## config.mk

```make
export PLATFORM = sky130hd
export DESIGN_NAME = spi_mstr_mss
export DESIGN_NICKNAME = d
export VERILOG_FILES = /design/src/rtl/spi_mstr_mss.sv
export SDC_FILE = /design/constraint.sdc
export NUM_CORES = 1
export LEC_CHECK = 0
export ABC_AREA = 1
export CORE_MARGIN = 2
export CORE_UTILIZATION = 43
export DETAILED_ROUTE_END_ITERATION = 7
export HOLD_SLACK_MARGIN = 0.15
export PLACE_DENSITY = 0.67
export SYNTH_ARGS = -nofsm -noshare
export SYNTH_HDL_FRONTEND = slang
export SYNTH_SLANG_ARGS = --single-unit
```

## constraint.sdc

```tcl
create_clock -name clk -period 1.7 [get_ports clk]
set_input_delay 0.34 -clock clk [delete_from_list [all_inputs] [get_ports clk]]
set_output_delay 0.34 -clock clk [all_outputs]
set_load 0.05 [all_outputs]
```

## src/rtl/spi_mstr_mss.sv

```systemverilog
// SPI master (mode 0) with integrated one-hot active-low slave-select decode.
// Each frame carries its own slave index and bit length; all outputs are registered.
module spi_mstr_mss #(
    parameter int unsigned NUM_SS   = 5,
    parameter int unsigned DATA_W   = 24,
    parameter int unsigned SCLK_DIV = 16,
    localparam int unsigned SEL_W   = (NUM_SS > 1) ? $clog2(NUM_SS) : 1,
    localparam int unsigned LEN_W   = $clog2(DATA_W + 1)
) (
    input  logic              clk,
    input  logic              rst_n,
    input  logic              wrt,
    input  logic [SEL_W-1:0]  ss_sel,
    input  logic [LEN_W-1:0]  len,
    input  logic [DATA_W-1:0] cmd,
    input  logic              MISO,
    output logic              SCLK,
    output logic              MOSI,
    output logic [NUM_SS-1:0] ss_n,
    output logic [DATA_W-1:0] rd_data,
    output logic              busy,
    output logic              done,
    output logic              err
);

    localparam int unsigned H     = SCLK_DIV / 2;
    localparam int unsigned DIV_W = (H > 1) ? $clog2(H) : 1;

    localparam logic [DIV_W-1:0] DivLast  = DIV_W'(H - 1);
    localparam logic [SEL_W:0]   NumSs    = (SEL_W + 1)'(NUM_SS);
    localparam logic [LEN_W-1:0] DataWLen = LEN_W'(DATA_W);

    typedef enum logic [1:0] {
        StIdle,
        StFront,
        StShift,
        StBack
    } state_e;

    state_e              state_q, state_d;
    logic [DIV_W-1:0]    div_cnt_q, div_cnt_d;
    logic [LEN_W-1:0]    bit_cnt_q, bit_cnt_d;
    logic [DATA_W-1:0]   tx_q, tx_d;
    logic [DATA_W-1:0]   rx_q, rx_d;
    logic [DATA_W-1:0]   rd_data_q, rd_data_d;
    logic [NUM_SS-1:0]   ss_n_q, ss_n_d;
    logic                sclk_q, sclk_d;
    logic                busy_q, busy_d;
    logic                done_q, done_d;
    logic                err_q, err_d;
    logic                req_valid;
    logic                div_last;

    assign req_valid = ({1'b0, ss_sel} < NumSs) && (len != '0) && (len <= DataWLen);
    assign div_last  = (div_cnt_q == DivLast);

    always_comb begin
        state_d   = state_q;
        div_cnt_d = div_cnt_q;
        bit_cnt_d = bit_cnt_q;
        tx_d      = tx_q;
        rx_d      = rx_q;
        rd_data_d = rd_data_q;
        ss_n_d    = ss_n_q;
        sclk_d    = sclk_q;
        busy_d    = busy_q;
        done_d    = 1'b0;
        err_d     = 1'b0;

        case (state_q)
            StIdle: begin
                if (wrt) begin
                    if (req_valid) begin
                        // Left-align so the first bit sits at the MSB and zeros trail.
                        tx_d      = cmd << (DataWLen - len);
                        rx_d      = '0;
                        bit_cnt_d = len;
                        div_cnt_d = '0;
                        ss_n_d    = ~(NUM_SS'(1) << ss_sel);
                        busy_d    = 1'b1;
                        state_d   = StFront;
                    end else begin
                        err_d = 1'b1;
                    end
                end
            end
            StFront: begin
                if (div_last) begin
                    div_cnt_d = '0;
                    sclk_d    = 1'b1;
                    rx_d      = {rx_q[DATA_W-2:0], MISO};
                    state_d   = StShift;
                end else begin
                    div_cnt_d = div_cnt_q + DIV_W'(1);
                end
            end
            StShift: begin
                if (!div_last) begin
                    div_cnt_d = div_cnt_q + DIV_W'(1);
                end else begin
                    div_cnt_d = '0;
                    if (sclk_q) begin
                        sclk_d    = 1'b0;
                        tx_d      = {tx_q[DATA_W-2:0], 1'b0};
                        bit_cnt_d = bit_cnt_q - LEN_W'(1);
                    end else if (bit_cnt_q == '0) begin
                        // Final low half-period done; hold select for the trailing guard.
                        state_d = StBack;
                    end else begin
                        sclk_d = 1'b1;
                        rx_d   = {rx_q[DATA_W-2:0], MISO};
                    end
                end
            end
            StBack: begin
                if (div_last) begin
                    div_cnt_d = '0;
                    ss_n_d    = '1;
                    busy_d    = 1'b0;
                    done_d    = 1'b1;
                    rd_data_d = rx_q;
                    state_d   = StIdle;
                end else begin
                    div_cnt_d = div_cnt_q + DIV_W'(1);
                end
            end
            default: state_d = StIdle;
        endcase
    end

    always_ff @(posedge clk or negedge rst_n) begin
        if (!rst_n) begin
            state_q   <= StIdle;
            div_cnt_q <= '0;
            bit_cnt_q <= '0;
            tx_q      <= '0;
            rx_q      <= '0;
            rd_data_q <= '0;
            ss_n_q    <= '1;
            sclk_q    <= 1'b0;
            busy_q    <= 1'b0;
            done_q    <= 1'b0;
            err_q     <= 1'b0;
        end else begin
            state_q   <= state_d;
            div_cnt_q <= div_cnt_d;
            bit_cnt_q <= bit_cnt_d;
            tx_q      <= tx_d;
            rx_q      <= rx_d;
            rd_data_q <= rd_data_d;
            ss_n_q    <= ss_n_d;
            sclk_q    <= sclk_d;
            busy_q    <= busy_d;
            done_q    <= done_d;
            err_q     <= err_d;
        end
    end

    // tx drains to zero after a frame and is cleared on reset, so its MSB is MOSI directly.
    assign MOSI    = tx_q[DATA_W-1];
    assign SCLK    = sclk_q;
    assign ss_n    = ss_n_q;
    assign rd_data = rd_data_q;
    assign busy    = busy_q;
    assign done    = done_q;
    assign err     = err_q;

endmodule

```

### Yosys cells after proc, flatten, opt, wreduce, memory -nomap -nowiden

Cells that the tools add are included.

| storage, ports and cells | value |
|---|---|
| bits in registers | 91 |
| output and inout port bits | 34 |
| word-level logic and storage cells | 96 |

| operators by class | value |
|---|---|
| add/subtract/negate cells | 3 |
| order comparisons | 2 |
| eq/ne operators | 13 |
| shifts and indexed selects | 2 |
| muxes and demuxes | 47 |
| bitwise gates (word level) | 1 |
| reduce and logical (&&, ||, !) cells | 17 |

Operators with widths:

| cell | count |
|---|---|
| $mux 24 | 10 |
| $pmux 24 s3 | 1 |
| $pmux 24 s2 | 1 |
| $mux 5 | 7 |
| $shl 24x5->24 | 1 |
| $pmux 5 s2 | 2 |
| $ne 2x2->1 const B | 9 |
| $mux 2 | 7 |
| $reduce_and 7->1 | 2 |
| $mux 1 | 12 |
| $mux 3 | 3 |
| $pmux 2 s4 | 1 |
| $pmux 3 s2 | 1 |
| $reduce_bool 2->1 | 3 |
| $le 5x5->1 const B | 1 |
| $logic_not 5->1 | 1 |
| $not 5->5 | 1 |
| $reduce_and 5->1 | 1 |
| $reduce_bool 5->1 | 1 |
| $shl 1x3->5 const A | 1 |
| $sub 5x1->5 const B | 1 |
| $sub 5x5->5 const A | 1 |
| $eq 2x2->1 const B | 2 |
| $pmux 1 s2 | 2 |
| 11 further kinds | 13 |

### Depth between registers and ports, before layout

| depth | value |
|---|---|
| depth in word-level cells | 6 |
| gate-level depth with buffers | 17 |
| depth with buffers taken out | 14 |

### Worst setup path before layout

No wires, ideal clock.

| timing | value |
|---|---|
| path type | input port to flip-flop |
| from | input port len[0] |
| to | register tx_q[13] |
| setup time | 117 ps |
| arrival time | 1987 ps |
| slack | -404 ps |
| cell stages on the path | 13 |
| path buffers | 3 |
| path through | buf_4 inv_4 buf_2 ha_1 inv_1 clkbuf_1 nand3_1 nand3_1 nand2_1 o21ai_0 nor2_1 nor2_1 nor2_1 |

| between the ends | value |
|---|---|
| word-level cells in the longest chain between the ends | 5 |
| elaborated cells between the ends (all ways) | 11 |
| those cells by class | add/sub: 1; order compare: 1; eq/ne: 1; shift: 1; mux: 3; reduce/logical: 4 |

RTL lines:

| item | line | RTL |
|---|---|---|
| from (decl) | 14 | `input logic [LEN_W-1:0] len,` |
| $sub 5x5->5 or $reduce_bool 5->1 (tied branches) | 75, 54 |  |
| $shl 24x5->24 or $logic_and 1x1->1 (tied branches) | 75, 54 |  |
| $mux 24 or $logic_and 1x1->1 (tied branches) | 73, 54 |  |
| $mux 24 or $ne 2x2->1 (tied branches) | - |  |
| $pmux 24 s2 or $reduce_and 5->1 (tied branches) | - |  |
| to (signal assigned) | 148 | `tx_q <= tx_d;` |
| to (decl) | 43 | `logic [DATA_W-1:0] tx_q, tx_d;` |

Several ways; a longest one is shown, not always the timed one. The select of a mux whose other input is x is not followed.
A chain may end at the register's enable or synchronous reset.

### Final worst setup path

| timing | value |
|---|---|
| from | register div_cnt_q[1] |
| to | register tx_q[16] |

| between the ends | value |
|---|---|
| word-level cells in the longest chain between the ends | 3 |

RTL lines:

| item | line | RTL |
|---|---|---|
| from (decl) | 41 | `logic [DIV_W-1:0] div_cnt_q, div_cnt_d;` |
| from (signal assigned) | 146 | `div_cnt_q <= div_cnt_d;` |
| $eq 3x3->1 | 55 | `assign div_last = (div_cnt_q == DivLast);` |
| $ne 2x2->1 (no source line) | - |  |
| $reduce_and 5->1 (no source line) | - |  |

No other way between the ends.

==> impl_metrics.py <==
metrics = {
    "clock_network": {
        "tritoncts": "built",
        "clock_buffer_count_from_cts": 9,
        "clock-root-buffer": "sky130_fd_sc_hd__clkbuf_16",
        "clock_tree.htree_level_count": 3,
        "clockBufferDepth": 2,
        "cts.reportedPaths.clkPinSlew_ns": 0.06,
        "insertion_delay_ns": 0.34,
        "cts_num_sinks": 91,
    },
    "floorplan": {
        "coreArea_sq_mm": 0.0121,
        "initial_core_util": 0.443,
        "die_footprint_sq_mm": 0.0133,
        "rows": 40,
        "chipHeight_um": 115,
        "die_x_um": 115,
        "io_pins": 70,
    },
    "timing": {
        "fin_setup_tns_ns": -0.00566,
        "worstMarginPinSlew_ns": 0.483,
        "slew_headroom": 0.678,
        "max_clock_freq_ghz": 0.586,
        "final_setup_vio_count": 1,
        "layout_setup_ws_ns": -0.00566,
        "whs_ns": 0.478,
        "maxSlewViolCount": 0,
        "finalClockSkew_ns": 0.0117,
        "final.period_utilization": 1.00,
        "period_minus_slack_ns": 1.71,
        "rsz0062_at_grt": "yes",
        "report.final.hold_viol_count": 0,
    },
    "synthesis": {
        "yosysTopAreaCell": "sky130_fd_sc_hd__dfrtp_1",
        "post_synth_instance_area_sq_mm": 0.00534,
        "synth_nets": 824,
        "yosys_most_used_dff": "sky130_fd_sc_hd__dfrtp_1",
        "synth_cell_types": 29,
        "yosysTopAreaCellShare": 0.403,
        "yosys-top-cells-area": "sky130_fd_sc_hd__dfrtp_1 40%, sky130_fd_sc_hd__nand2_1 25%, sky130_fd_sc_hd__nand3_1 9.5%, sky130_fd_sc_hd__o21ai_0 4.6%, sky130_fd_sc_hd__nor2_1 3.4%",
        "synth_edf_count": 0,
        "netlist_instances": 778,
        "synth.avg_cell_area_sq_um": 6.87,
        "synth.ff_latch_count": 91,
        "fraction_of_the_yosys_area_taken_by_sequential_cells": 0.427,
        "yosys_warnings": 0,
        "synthArstFlopShare": 1.00,
    },
    "cells_and_area": {
        "layout-drive-gt1-share": 0.197,
        "mostFrequentLayoutCell": "sky130_fd_sc_hd__nand2_1",
        "final_net_count": 926,
        "multi_input_comb_area_sq_mm": 0.00289,
        "final_area_sq_mm": 0.00727,
        "area.growth.synth_to_final_pct": 36.0,
        "final.fill_count": 1081,
        "commonest_cells_after_routing_fill_and_taps_aside": "337 x sky130_fd_sc_hd__nand2_1, 97 x sky130_fd_sc_hd__nand3_1, 85 x sky130_fd_sc_hd__dfrtp_1",
        "area.sequential_sq_mm": 0.00228,
        "antenna_cells_inserted": 0,
    },
    "run": {
        "maxCapViolations": 0,
    },
    "grt": {
        "grt_max_degree": 92,
        "vias_in_the_first_global_route": 4965,
        "global_route.usage.total": 0.212,
        "antenna_found_initial": 0,
        "wire_length_of_the_first_global_routing_pass_um": 23000,
        "grt_remaining_overflow": 0,
    },
    "critical_path": {
        "cp.required_ns": 1.98,
        "worst-setup-path-type": "reg2reg",
        "startpoint": "div_cnt_q[1]",
        "critical_path.max_fanout": 4,
        "reg2reg_from": "div_cnt_q[1]",
        "signal_arrival_time_at_the_worst_endpoint_ns": 1.99,
        "worst_setup_path_start_kind": "flop",
        "setup.worst_path.end_class": "flop",
    },
    "detailed_routing": {
        "detail_route.first_pass.iterations": 5,
        "antenna_left": 0,
        "drt_first_iter_violations": 448,
        "drt-total-wl_um": 14600,
        "vias_per_cell": 5.12,
        "drt_drc_violations_left": 0,
        "routed-via-count": 5393,
        "wire_per_inst_um": 13.9,
    },
    "min_path": {
        "hold_path.class": "reg2reg",
        "hp-start": "tx_q[22]",
    },
    "pwr": {
        "total_leakage_power_nw": 3.70,
        "ir_worst_vdd_v": 0.000606,
        "power-per-cell-area_mw_per_mm2": 1520,
    },
    "place": {
        "place_congestion": 0.898,
        "placement.cell_area_sq_mm": 0.00651,
        "count_of_buffers_from_port_buffering": 69,
        "pre_cts_slack_ns": -0.659,
        "dp.final_hpwl_um": 9890,
    },
    "run_status": {
        "violations": "negative setup slack",
        "status": "complete, but fails checks",
    },
}
[path summary, 6_finish.rpt]
path	slack, ns	cells past startpoint	end
max in group asynchronous	0.73	3	state_q[1]
min in group asynchronous	0.58	3	rx_q[17]
worst min-delay path	0.48	2	tx_q[22]
worst max-delay path	-0.006	10	tx_q[16]
worst max register to register	-0.006	10	tx_q[16]
worst min register to register	0.48	2	tx_q[22]
[sequential cells by signal, summed over array words and instances (netlist names)]
register   flops
rd_data       24
busy           1
state_q        2
ss_n           5
tx_q          24
bit_cnt_q      5
div_cnt_q      3
done           1
SCLK           1
rx_q          24
err            1
[cells in the mapped netlist, types with 5 or more instances]
cell type and instances:
sky130_fd_sc_hd__nand2_1 349, sky130_fd_sc_hd__nand3_1 101, sky130_fd_sc_hd__dfrtp_1 86, sky130_fd_sc_hd__o21ai_0 49, sky130_fd_sc_hd__nor2_1 48, sky130_fd_sc_hd__inv_1 30, sky130_fd_sc_hd__buf_2 16, sky130_fd_sc_hd__clkbuf_1 16
sky130_fd_sc_hd__o21ai_1 13, sky130_fd_sc_hd__ha_1 10, sky130_fd_sc_hd__a21oi_1 8, sky130_fd_sc_hd__nand4_1 6, sky130_fd_sc_hd__nor2_2 6, sky130_fd_sc_hd__buf_6 5, sky130_fd_sc_hd__dfstp_2 5, sky130_fd_sc_hd__nor4_1 5
[per-layer routing]
| layer | track usage | up-vias | routed length (um) |
|---|---|---|---|
| met4 | 0.0610 | 0 | 318 |
| met5 | 0 | - | 0 |
| met2 | 0.353 | 156 | 7080 |
| met3 | 0.0356 | 23 | 738 |
| met1 | 0.286 | 2515 | 6500 |
| li1 | - | 2699 | - |
[cell families after synthesis]
logic type	Yosys count	share of synthesized area
XOR/XNOR	2	0.00328
flip-flops	91	0.427
buffers and inverters	80	0.0710
AO/OA/AOI/OAI	73	0.0707
AND/OR/NAND/NOR	522	0.404
adder cells (fa/ha/maj)	10	0.0234
[timing repair]
item	in CTS	in global routing
hold endpoints to repair	86	0
pin swaps	3	14
gates resized for setup	15	68
setup buffers	0	6
hold buffers	1	0
cloned	0	7
setup endpoints to repair	64	55
[report_power, final]
part / switching (mW) / total, mW / internal, mW
sequential: 0.339 / 3.04 / 2.71
clock: 0.854 / 2.19 / 1.34
combinational: 3.31 / 5.79 / 2.48
[stage by stage]
stage,utilization,std cells,total power [mW]
after global placement,0.540,1023,7.59
after CTS,0.570,1040,9.94
after detailed placement,0.540,1023,7.70
final,0.602,1053,11.0
after floorplan,-,778,6.24
after global routing,0.602,1053,11.8
[final cells by class]
class                           instances  share of cell area
Sequential cell                        91               0.314
Multi-Input combinational cell        608               0.398
Inverter                               37              0.0222
Timing Repair Buffer                  133               0.191
Clock inverter                          5              0.0119
Tap cell                              168              0.0289
Clock buffer                           11              0.0334
[worst max-delay path, stage by stage (launching register included)]
cell and delay [ns]:
sky130_fd_sc_hd__dfrtp_1 0.38, sky130_fd_sc_hd__ha_1 0.19, sky130_fd_sc_hd__ha_2 0.25, sky130_fd_sc_hd__inv_1 0.11
sky130_fd_sc_hd__o22ai_4 0.15, sky130_fd_sc_hd__buf_12 0.16, sky130_fd_sc_hd__nand2_8 0.08, sky130_fd_sc_hd__buf_4 0.15
sky130_fd_sc_hd__nor2_2 0.07, sky130_fd_sc_hd__nand2_1 0.06, sky130_fd_sc_hd__nand2_1 0.05
(Power assumes the default switching activity.)
